[config.mk]
export PLATFORM = sky130hd
export DESIGN_NAME = mem_port_arbiter
export DESIGN_NICKNAME = d
export VERILOG_FILES = /design/src/rtl/mem_port_arbiter.sv
export SDC_FILE = /design/constraint.sdc
export NUM_CORES = 1
export LEC_CHECK = 0
export CORE_MARGIN = 8
export CORE_UTILIZATION = 41
export DETAILED_ROUTE_END_ITERATION = 8
export GPL_TIMING_DRIVEN = 0
export PLACE_DENSITY_LB_ADDON = 0.12
export SETUP_SLACK_MARGIN = 0.5
export SYNTH_ARGS = -nofsm -noshare
export SYNTH_HDL_FRONTEND = slang
export SYNTH_SLANG_ARGS = --single-unit
[constraint.sdc]
create_clock -name clk -period 4.4 [get_ports clk]
set_input_delay 0.88 -clock clk [delete_from_list [all_inputs] [get_ports clk]]
set_output_delay 0.88 -clock clk [all_outputs]
set_load 0.03 [all_outputs]
[src/rtl/mem_port_arbiter.sv]
// Round-robin arbiter sharing one single-port synchronous memory among NUM_REQ requesters.
// One access issued per cycle; read data routed back to its requester via a 2-stage tag pipe.
module mem_port_arbiter #(
  parameter int unsigned NUM_REQ    = 4,
  parameter int unsigned WIDTH      = 32,
  parameter int unsigned ADDR_WIDTH = 8
) (
  input  logic                          clk,
  input  logic                          rst,
  input  logic [NUM_REQ-1:0]            req_valid,
  output logic [NUM_REQ-1:0]            req_ready,
  input  logic [NUM_REQ-1:0]            req_we,
  input  logic [NUM_REQ*ADDR_WIDTH-1:0] req_addr,
  input  logic [NUM_REQ*WIDTH-1:0]      req_wdata,
  output logic [NUM_REQ-1:0]            rsp_valid,
  output logic [WIDTH-1:0]              rsp_rdata,
  output logic                          mem_en,
  output logic                          mem_we,
  output logic [ADDR_WIDTH-1:0]         mem_addr,
  output logic [WIDTH-1:0]              mem_wdata,
  input  logic [WIDTH-1:0]              mem_rdata,
  output logic                          busy
);

  localparam int unsigned IDX_W = $clog2(NUM_REQ);

  logic [IDX_W-1:0]      rr_ptr_q, rr_ptr_d;
  logic                  mem_en_q, mem_en_d;
  logic                  mem_we_q, mem_we_d;
  logic [ADDR_WIDTH-1:0] mem_addr_q, mem_addr_d;
  logic [WIDTH-1:0]      mem_wdata_q, mem_wdata_d;
  logic                  tag0_vld_q, tag0_vld_d;
  logic [IDX_W-1:0]      tag0_idx_q, tag0_idx_d;
  logic                  tag1_vld_q, tag1_vld_d;
  logic [IDX_W-1:0]      tag1_idx_q, tag1_idx_d;
  logic [NUM_REQ-1:0]    rsp_valid_q, rsp_valid_d;
  logic [WIDTH-1:0]      rsp_rdata_q, rsp_rdata_d;

  logic [NUM_REQ-1:0]    grant;
  logic                  grant_vld;
  logic [IDX_W-1:0]      grant_idx;
  logic [IDX_W-1:0]      cand;
  logic                  sel_we;
  logic [ADDR_WIDTH-1:0] sel_addr;
  logic [WIDTH-1:0]      sel_wdata;

  // Rotating-priority search from rr_ptr, then mux out the winner's request fields.
  always_comb begin
    grant     = '0;
    grant_vld = 1'b0;
    grant_idx = '0;
    cand      = '0;
    sel_we    = 1'b0;
    sel_addr  = '0;
    sel_wdata = '0;
    for (int unsigned k = 0; k < NUM_REQ; k++) begin
      cand = IDX_W'((32'(rr_ptr_q) + k) % NUM_REQ);
      if (!grant_vld && req_valid[cand]) begin
        grant_vld   = 1'b1;
        grant[cand] = 1'b1;
      end
    end
    if (rst) begin
      grant     = '0;
      grant_vld = 1'b0;
    end
    for (int unsigned j = 0; j < NUM_REQ; j++) begin
      if (grant[j]) begin
        grant_idx = IDX_W'(j);
        sel_we    = req_we[j];
        sel_addr  = req_addr[j*ADDR_WIDTH +: ADDR_WIDTH];
        sel_wdata = req_wdata[j*WIDTH +: WIDTH];
      end
    end
  end

  // Next-state: pointer advance, memory issue, tag shift and response capture.
  always_comb begin
    rr_ptr_d    = rr_ptr_q;
    mem_en_d    = grant_vld;
    mem_we_d    = grant_vld & sel_we;
    mem_addr_d  = mem_addr_q;
    mem_wdata_d = mem_wdata_q;
    tag0_vld_d  = grant_vld & ~sel_we;
    tag0_idx_d  = grant_idx;
    tag1_vld_d  = tag0_vld_q;
    tag1_idx_d  = tag0_idx_q;
    rsp_valid_d = '0;
    rsp_rdata_d = rsp_rdata_q;
    if (grant_vld) begin
      rr_ptr_d    = (grant_idx == IDX_W'(NUM_REQ - 1)) ? '0 : grant_idx + IDX_W'(1);
      mem_addr_d  = sel_addr;
      mem_wdata_d = sel_wdata;
    end
    if (tag1_vld_q) begin
      rsp_valid_d[tag1_idx_q] = 1'b1;
      rsp_rdata_d             = mem_rdata;
    end
  end

  // State registers with synchronous reset.
  always_ff @(posedge clk) begin
    if (rst) begin
      rr_ptr_q    <= '0;
      mem_en_q    <= 1'b0;
      mem_we_q    <= 1'b0;
      mem_addr_q  <= '0;
      mem_wdata_q <= '0;
      tag0_vld_q  <= 1'b0;
      tag0_idx_q  <= '0;
      tag1_vld_q  <= 1'b0;
      tag1_idx_q  <= '0;
      rsp_valid_q <= '0;
      rsp_rdata_q <= '0;
    end else begin
      rr_ptr_q    <= rr_ptr_d;
      mem_en_q    <= mem_en_d;
      mem_we_q    <= mem_we_d;
      mem_addr_q  <= mem_addr_d;
      mem_wdata_q <= mem_wdata_d;
      tag0_vld_q  <= tag0_vld_d;
      tag0_idx_q  <= tag0_idx_d;
      tag1_vld_q  <= tag1_vld_d;
      tag1_idx_q  <= tag1_idx_d;
      rsp_valid_q <= rsp_valid_d;
      rsp_rdata_q <= rsp_rdata_d;
    end
  end

  // Outputs forced low during the first reset cycle too, before the registers clear.
  assign req_ready = grant;
  assign mem_en    = mem_en_q & ~rst;
  assign mem_we    = mem_we_q & ~rst;
  assign mem_addr  = rst ? '0 : mem_addr_q;
  assign mem_wdata = rst ? '0 : mem_wdata_q;
  assign rsp_valid = rst ? '0 : rsp_valid_q;
  assign rsp_rdata = rst ? '0 : rsp_rdata_q;
  assign busy      = ~rst & (tag0_vld_q | tag1_vld_q | (|rsp_valid_q));

endmodule

==> results.py, run 1 <==
metrics = {
    "synthesis": {
        "synth_edf_count": 0,
        "syn-num-nets": 755,
        "yosys_register_bits": 86,
        "synth_warnings": 0,
        "async_flop_share": 0,
        "syn_area_sq_um": 4660,
        "ys.flop_type": "dfxtp_1",
        "synth.yosys.seq_area_share": 0.370,
        "post_synth_inst_count": 546,
        "yosys.cell_types.count": 47,
        "synth_area_per_cell_sq_um": 8.53,
    },
    "worst_setup_path": {
        "crit_fanout": 10,
        "slowest_delay_ns": 0.73,
        "crit_chain": "clkdlybuf4s50_1 -> clkbuf_4 -> clkbuf_2 -> nor2b_1 -> clkdlybuf4s50_1",
        "r2r_setup_slack_ns": 1.14,
        "worstPathRequired_ns": 3.52,
        "cp_common_cell": "clkdlybuf4s50_1",
        "critPathCaptureType": "output port",
        "crit_type": "in2out",
        "slowest_stage": "clkdlybuf4s50_1",
        "path_delay_family": "buffers and inverters",
        "cp-start-kind": "primary input",
        "crit_arrival_ns": 2.94,
        "worst-path-buf-inv": 4,
    },
    "global_route": {
        "grt_max_degree": 14,
        "grtUsageTotal": 0.247,
        "antenna_found_initial": 0,
        "overflow": 0,
        "grt_pass1_vias": 5469,
        "grt_pass1_wl_um": 29000,
    },
    "clocking": {
        "cts_tree": "built",
        "cts_hold_buf": 0,
        "clk_pin_slew_ns": 0.06,
        "cts.htree.levels": 3,
        "numClockSinks": 86,
        "clkLatencyLatePin_ns": 0.33,
        "cts_buffers": 9,
        "cts.root.buffer_cell": "clkbuf_16",
        "clk_path_buf_depth": 2,
    },
    "cells_and_area": {
        "n_fill_cell": 935,
        "layout.cells.most_common": "clkdlybuf4s50_1",
        "antennaDiodeCount": 0,
        "instances_no_fill": 993,
        "area_growth_pct": 72.4,
        "multi_input_area_sq_um": 2740,
        "layout_common_cells": "clkdlybuf4s50_1 (270), nor2b_1 (84), dfxtp_1 (84)",
        "finalNetCount": 1055,
        "drive_above_1_share": 0.0824,
        "utilization": 0.712,
        "regArea_sq_um": 1720,
    },
    "sta": {
        "hold_viol_final": 0,
        "tns_ns": 0,
        "skew_ns": 0.00481,
        "maxSlewViolCount": 0,
        "period_share": 0.868,
        "period_needed_ns": 3.82,
        "relSlewSlack": 0.503,
        "setup_slack_ns": 0.579,
        "setup_viol": 0,
        "tightestPinTransition_ns": 0.743,
        "rsz0062_at_grt": "false",
        "max_freq_ghz": 0.262,
    },
    "placed_design": {
        "dp_hpwl_um": 15700,
        "routabilityCongestion": 0.916,
        "io_buffers": 284,
        "pre_cts_ws_ns": -0.591,
        "placed_cells": 973,
    },
    "routing": {
        "via_per_inst": 5.42,
        "vias": 5379,
        "wl_um": 19400,
        "first_pass_iters": 5,
        "avgRoutedWirePerCell_um": 19.6,
        "drc_errors": 0,
        "ant_nets": 0,
        "drt_iter0_markers": 370,
    },
    "floorplanning": {
        "die_w_um": 123,
        "rows": 39,
        "initial_core_util": 0.413,
        "io_pins": 285,
        "core_sq_um": 11300,
        "die_area_sq_um": 15000,
        "die_h_um": 123,
    },
    "power_and_ir_drop": {
        "power_density_nw_per_um2": 510,
        "ir_worst_vdd_uv": 253,
        "p_leak_nw": 3.04,
        "p_total_mw": 4.09,
    },
    "flow_run": {
        "cap_violations": 0,
    },
    "hold_path": {
        "hold_class": "reg2reg",
    },
    "status": {
        "status": "finished clean",
    },
}
cell usage after synthesis (6+ instances only):
cell / n / share of area
a221o_1: 27 / 0.058
nor2_1: 34 / 0.027
a31oi_1: 6 / 0.0081
a221oi_1: 9 / 0.017
nand2_1: 31 / 0.025
a22o_1: 6 / 0.011
clkbuf_1: 26 / 0.021
a21oi_1: 43 / 0.046
dfxtp_1: 86 / 0.37
buf_2: 7 / 0.0075
o21ai_1: 28 / 0.030
ha_1: 7 / 0.019
o21ai_0: 46 / 0.049
and3_1: 8 / 0.011
nor2b_1: 84 / 0.11
a22oi_1: 8 / 0.013
mux2i_1: 32 / 0.069
area by class of cell:
cell class | instances | share of cell area
clock inverter | 5 | 0.00343
timing repair buffer | 289 | 0.356
clock buffer | 10 | 0.0285
inverter | 7 | 0.00358
buffer | 44 | 0.0301
multi-input combinational | 409 | 0.342
sequential | 86 | 0.215
tap | 143 | 0.0223
metrics by stage:
stage               hold slack, ns  area (sq um)
floorplan                    0.414          4660
finish                       0.449          8030
global route                 0.477          8030
detailed placement           0.433          7680
CTS                          0.447          8000
global placement             0.425          7680
cell families after synthesis:
group / share of synthesized area
flops: 0.370
buf+inv: 0.0510
fa+ha+maj: 0.0188
compound gates: 0.256
mux: 0.0833
simple gates: 0.221
metal layers:
layer,global-route usage,up-vias,share of wire,wire length (um)
li1,-,2569,-,-
met5,0,-,0,0
met4,0.0967,0,0.029,565
met1,0.275,2512,0.38,7470
met3,0.0750,36,0.089,1740
met2,0.434,262,0.50,9670
what timing repair did:
item	4_1_cts	5_1_grt
cloned	0	0
gates resized for setup	44	22
setup buffers	4	1
endpoints found under the setup margin	69	34
pin swaps	2	1
registers in the layout, summed over array words and instances (netlist names), 2 cells and up:
register,count
rsp_rdata_q,32
rr_ptr_q,2
tag1_idx_q,2
tag0_idx_q,2
mem_wdata_q,32
rsp_valid_q,4
mem_addr_q,8
final timing paths:
path,from,endpoint,cells after the start
max,rst,mem_addr[5],5
min,tag0_idx_q[1]$_SDFF_PP0_,tag1_idx_q[1]$_SDFF_PP0_,1
max reg2reg,rr_ptr_q[0]$_SDFFE_PP0P_,mem_addr_q[1]$_SDFFE_PP0P_,12
min reg2reg,tag0_idx_q[1]$_SDFF_PP0_,tag1_idx_q[1]$_SDFF_PP0_,1
power by group:
group          internal [mW]  switching, mW  total (mW)  leakage (nW)
Sequential              1.00         0.0700        1.07         0.707
Clock                  0.375          0.300       0.676         0.128
Combinational           1.09           1.25        2.34          2.21
Total                   2.47           1.62        4.09          3.04
Power figures use the tool's default switching activity.
==> run 2, diff against run 1 <==
Settings changed: CORE_AREA from default to 2 2 110 112, CORE_MARGIN 8 to default, CORE_UTILIZATION 41 to default, DIE_AREA from default to 0 0 112 114.
==> run 2 against run 1 <==
Net effect: fmax decreased by 2.3%; sequential power hardly changed; sequential share of layout area is 0.26 points lower; total power rose by 4.8%; critical path depth is 5 higher; largest cell class unchanged; first-iteration DRC count down 25%; global-route usage up 2.5 points; register-to-register slack lost 0.02 ns; setup slack got worse by 0.089 ns; die area shrank 15%; hold slack worse by 0.014 ns; critical endpoint is now req_ready[2].
==> results.py, run 2 (synthesis results as in run 1) <==
metrics = {
    "status": {
        "status": "finished clean",
    },
    "sta": {
        "rsz0062_at_grt": "true",
        "setup_viol": 0,
        "max_freq_ghz": 0.256,
        "skew_ns": 0.00641,
        "tightestPinTransition_ns": 0.730,
        "period_needed_ns": 3.91,
        "period_share": 0.889,
        "maxSlewViolCount": 0,
        "hold_viol_final": 0,
        "relSlewSlack": 0.513,
    },
    "placed_design": {
        "placed_cells": 977,
        "dp_hpwl_um": 14300,
        "routabilityCongestion": 0.879,
        "io_buffers": 284,
        "post_dp_cell_area_sq_um": 7680,
    },
    "routing": {
        "ant_nets": 0,
        "avgRoutedWirePerCell_um": 18.2,
        "first_pass_iters": 5,
        "wl_um": 18200,
        "via_per_inst": 5.36,
        "drc_errors": 0,
        "vias": 5360,
        "drt_iter0_markers": 279,
    },
    "cells_and_area": {
        "design_area_sq_um": 8130,
        "finalNetCount": 1057,
        "drive_above_1_share": 0.0821,
        "reg_top3": "mem_wdata_q (32), rsp_rdata_q (32), mem_addr_q (8)",
        "antennaDiodeCount": 0,
        "layout.cells.most_common": "clkdlybuf4s50_1",
        "layout_common_cells": "clkdlybuf4s50_1 (272), nor2b_1 (84), dfxtp_1 (84)",
        "n_fill_cell": 1001,
        "instances_no_fill": 1000,
        "area_growth_pct": 74.5,
    },
    "worst_setup_path": {
        "path_delay_family": "buffers and inverters",
        "critPathCaptureType": "output port",
        "crit_chain": "dlygate4sd2_1 -> mux4_2 -> nand3b_1 -> a21oi_2 -> o21ai_1 -> buf_4 -> inv_4 -> buf_6 -> buf_6 -> buf_4",
        "worstPathRequired_ns": 3.52,
        "crit_arrival_ns": 3.03,
        "crit_fanout": 10,
        "slowest_stage": "mux4_2",
        "crit_type": "in2out",
        "worst-path-buf-inv": 6,
        "cp-start-kind": "primary input",
        "slowest_delay_ns": 0.55,
    },
    "power_and_ir_drop": {
        "power_density_nw_per_um2": 527,
        "p_leak_nw": 3.05,
        "ir_worst_vdd_uv": 287,
    },
    "clocking": {
        "clk_pin_slew_ns": 0.06,
        "numClockSinks": 86,
        "cts.root.buffer_cell": "clkbuf_16",
        "clkLatencyLatePin_ns": 0.35,
        "clk_path_buf_depth": 2,
        "cts_tree": "built",
        "cts_buffers": 9,
        "cts.htree.levels": 3,
    },
    "global_route": {
        "antenna_found_initial": 0,
        "overflow": 0,
        "grt_max_degree": 16,
        "grtUsageTotal": 0.272,
        "grt_pass1_wl_um": 27300,
        "grt_pass1_vias": 5248,
    },
    "floorplanning": {
        "core_sq_um": 11700,
        "io_pins": 285,
        "die_area_sq_um": 12800,
        "die_h_um": 114,
        "initial_core_util": 0.398,
        "rows": 40,
        "die_w_um": 112,
    },
    "hold_path": {
        "hold_class": "reg2reg",
    },
    "flow_run": {
        "cap_violations": 0,
    },
}
run 2: cell types whose count changed in the layout (fill, tap and decap cells not counted), moves of 2 or more:
cell	change
clkinv_2	-3
clkdlybuf4s50_1	+2
clkbuf_2	-5
bufinv_16	+2
a21oi_1	-2
buf_1	+2
a21oi_2	+2
o21ai_1	+2
run 2: metal layers:
layer | share of wire | track usage | vias up
met1 | 0.38 | 0.314 | 2515
li1 | - | - | 2567
met2 | 0.51 | 0.487 | 245
met4 | 0.026 | 0.0894 | 0
met3 | 0.075 | 0.0770 | 33
met5 | 0 | 0 | -
run 2: path summary, 6_finish.rpt:
kind	slack, ns	from	cells after the start	end
hold reg to reg	0.43	tag0_idx_q[0]$_SDFF_PP0_	1	tag1_idx_q[0]$_SDFF_PP0_
setup reg to reg	1.12	rr_ptr_q[0]$_SDFFE_PP0P_	12	mem_wdata_q[25]$_SDFFE_PP0P_
hold / removal	0.43	tag0_idx_q[0]$_SDFF_PP0_	1	tag1_idx_q[0]$_SDFF_PP0_
setup / recovery	0.49	req_valid[1]	10	req_ready[2]
run 2: through the flow:
stage | power, mW | util | worst slack, ns | hold slack, ns | TNS [ns]
2_1_floorplan | 2.54 | - | 0.906 | 0.414 | 0
3_3_place_gp | 3.27 | 0.656 | -0.563 | 0.423 | -1.40
3_5_place_dp | 3.32 | 0.656 | -0.673 | 0.423 | -1.79
4_1_cts | 4.22 | 0.690 | 0.436 | 0.439 | 0
5_1_grt | 4.53 | 0.694 | 0.425 | 0.456 | 0
6_report | 4.29 | 0.694 | 0.490 | 0.435 | 0
run 2: final cells by class:
cell class                 instances  area [sq um]  share of cell area
buffer                            44           241              0.0297
multi-input combinational        409          2750               0.338
clock buffer                       9           225              0.0277
tap                              147           184              0.0226
clock inverter                     7          97.6              0.0120
sequential                        86          1720               0.212
timing repair buffer             291          2880               0.354
inverter                           7          31.3             0.00385
run 2: repair_timing:
| action | CTS | global route |
|---|---|---|
| endpoints found under the setup margin | 69 | 34 |
| buffers inserted | 4 | 3 |
| gates resized for setup | 45 | 15 |
| pin swaps | 2 | 2 |
| hold buffers | 0 | 0 |
| cloned | 0 | 0 |
run 2: power breakdown:
part | switching [mW] | total [mW] | internal (mW)
combinational | 1.27 | 2.39 | 1.12
sequential | 0.0705 | 1.07 | 1.00
clock | 0.328 | 0.827 | 0.499
total | 1.67 | 4.29 | 2.61
==> run 3, diff against run 2 <==
Settings changed: CAP_MARGIN from default to 30, CELL_PAD_IN_SITES_DETAIL_PLACEMENT from default to 1, CELL_PAD_IN_SITES_GLOBAL_PLACEMENT from default to 2, CORE_AREA 2 2 110 112 to default, CORE_UTILIZATION from default to 21, DIE_AREA 0 0 112 114 to default, PLACE_DENSITY from default to 0.95, PLACE_DENSITY_LB_ADDON 0.12 to default.
==> run 3 against run 2 <==
Net effect: sequential share of layout area fell by 0.31 points; cell area rose by 1.5%; clock skew rose by 0.0038 ns; core utilization fell by 31 points; non-clock buffer count did not move; largest cell class unchanged; register-to-register slack got worse by 0.10 ns; count of clock-buffer cells in the layout rose by 2; sequential cell count did not move; largest power group unchanged.
==> results.py, run 3 (synthesis results as in run 1) <==
metrics = {
    "clocking": {
        "cts.htree.levels": 3,
        "numClockSinks": 86,
        "clkLatencyLatePin_ns": 0.34,
        "cts_hold_buf": 0,
        "cts_buffers": 9,
        "clk_pin_slew_ns": 0.07,
        "cts_tree": "built",
        "clk_path_buf_depth": 2,
        "cts.root.buffer_cell": "clkbuf_16",
    },
    "sta": {
        "relSlewSlack": 0.425,
        "tns_ns": 0,
        "rsz0062_at_grt": "true",
        "max_freq_ghz": 0.260,
        "maxSlewViolCount": 0,
        "tightestPinTransition_ns": 0.863,
        "skew_ns": 0.0102,
        "hold_viol_final": 0,
        "period_needed_ns": 3.85,
        "period_share": 0.875,
        "setup_viol": 0,
    },
    "worst_setup_path": {
        "worst-path-buf-inv": 7,
        "slowest_stage": "dfxtp_2",
        "path_delay_family": "buffers and inverters",
        "crit_arrival_ns": 2.97,
        "crit_fanout": 10,
        "worstPathRequired_ns": 3.52,
        "crit_chain": "buf_6 -> inv_1 -> ha_4 -> mux4_2 -> a21oi_1 -> a21oi_2 -> o21ai_0 -> buf_4 -> inv_6 -> buf_8 -> buf_8 -> buf_4",
        "crit_type": "reg2out",
        "cp-start-kind": "flip-flop",
        "slowest_delay_ns": 0.38,
        "critPathCaptureType": "output port",
    },
    "routing": {
        "via_per_inst": 4.73,
        "ant_nets": 0,
        "avgRoutedWirePerCell_um": 18.4,
        "first_pass_iters": 4,
        "vias": 5353,
        "wl_um": 20900,
        "drt_iter0_markers": 204,
        "drc_errors": 0,
    },
    "floorplanning": {
        "initial_core_util": 0.214,
        "die_h_um": 151,
        "core_sq_um": 21800,
        "io_pins": 285,
        "die_w_um": 151,
        "die_area_sq_um": 22800,
        "rows": 54,
    },
    "cells_and_area": {
        "layout_common_cells": "clkdlybuf4s50_1 (274), nor2b_1 (84), dfxtp_1 (84)",
        "antennaDiodeCount": 0,
        "design_area_sq_um": 8250,
        "finalNetCount": 1057,
        "layout.cells.most_common": "clkdlybuf4s50_1",
        "area_growth_pct": 77.1,
        "reg_top3": "mem_wdata_q (32), rsp_rdata_q (32), mem_addr_q (8)",
        "drive_above_1_share": 0.0810,
    },
    "power_and_ir_drop": {
        "p_leak_nw": 3.00,
        "ir_worst_vdd_uv": 158,
        "power_density_nw_per_um2": 513,
    },
    "placed_design": {
        "routabilityCongestion": 0.819,
        "dp_hpwl_um": 16400,
        "io_buffers": 284,
        "post_dp_cell_area_sq_um": 7850,
    },
    "flow_run": {
        "cap_violations": 0,
    },
    "global_route": {
        "overflow": 0,
        "grtUsageTotal": 0.179,
        "grt_pass1_wl_um": 30400,
        "grt_pass1_vias": 5424,
        "antenna_found_initial": 1,
        "grt_max_degree": 14,
    },
    "hold_path": {
        "hold_class": "reg2reg",
    },
    "status": {
        "status": "finished clean",
    },
}
-- run 3: cell types whose count changed in the layout (fill, tap and decap cells not counted), sizes merged --
| cell | delta |
|---|---|
| inv | -1 |
| clkbuf | +6 |
| bufinv | -2 |
| buf | -2 |
| dlygate4sd2 | -4 |
| clkdlybuf4s50 | +2 |
-- run 3: through the flow --
| stage | worst slack [ns] | utilization | power, mW | cells | hold WS (ns) |
|---|---|---|---|---|---|
| after floorplan | 0.906 | - | 2.54 | 546 | 0.414 |
| after global placement | -0.687 | 0.361 | 3.37 | 1110 | 0.433 |
| after detailed placement | -0.713 | 0.361 | 3.41 | 1110 | 0.452 |
| after CTS | 0.356 | 0.376 | 4.19 | 1127 | 0.463 |
| after global routing | 0.352 | 0.379 | 4.51 | 1132 | 0.474 |
| final | 0.548 | 0.379 | 4.23 | 1132 | 0.456 |
-- run 3: what timing repair did --
item,4_1_cts,5_1_grt
resized for setup,45,20
setup buffers,2,5
pin swaps,2,0
setup endpoints to repair,69,4
-- run 3: worst paths after layout --
check,startpoint,end,slack [ns],cells past startpoint
setup / recovery,rr_ptr_q[0]$_SDFFE_PP0P_,req_ready[2],0.55,12
hold / removal,tag0_idx_q[1]$_SDFF_PP0_,tag1_idx_q[1]$_SDFF_PP0_,0.46,1
setup reg to reg,rr_ptr_q[0]$_SDFFE_PP0P_,mem_addr_q[4]$_SDFFE_PP0P_,1.02,12
hold reg to reg,tag0_idx_q[1]$_SDFF_PP0_,tag1_idx_q[1]$_SDFF_PP0_,0.46,1
-- run 3: per-layer routing --
metal,global-route usage,wire [um]
met5,0,12
met2,0.315,10400
met3,0.0446,1360
met1,0.214,8820
met4,0.0505,301
-- run 3: final cells by class --
cell class,instances,area [sq um]
flip-flops and latches,86,1720
plain buffers,44,248
well taps,280,350
inverters,7,36.3
multi-input cells,409,2760
clock buffers,11,233
clock inverters,4,25.0
fillers,2556,13500
repair buffers,291,2870
-- run 3: worst reg2reg max path, stage by stage (launching register included) --
cell and delay [ns]:
dfxtp_2 0.38, buf_6 0.15, inv_1 0.10, ha_4 0.31
mux4_2 0.36, buf_4 0.17, nand3b_4 0.14, a22o_4 0.25
a2111oi_4 0.83, buf_6 0.25, a221o_1 0.19, a21oi_1 0.05
o21ai_1 0.13
-- run 3: power by group --
group          leakage, nW  internal (mW)  switching [mW]
registers            0.707           1.00          0.0689
logic                 2.17           1.12            1.32
clock network        0.121          0.379           0.332
total                 3.00           2.50            1.73
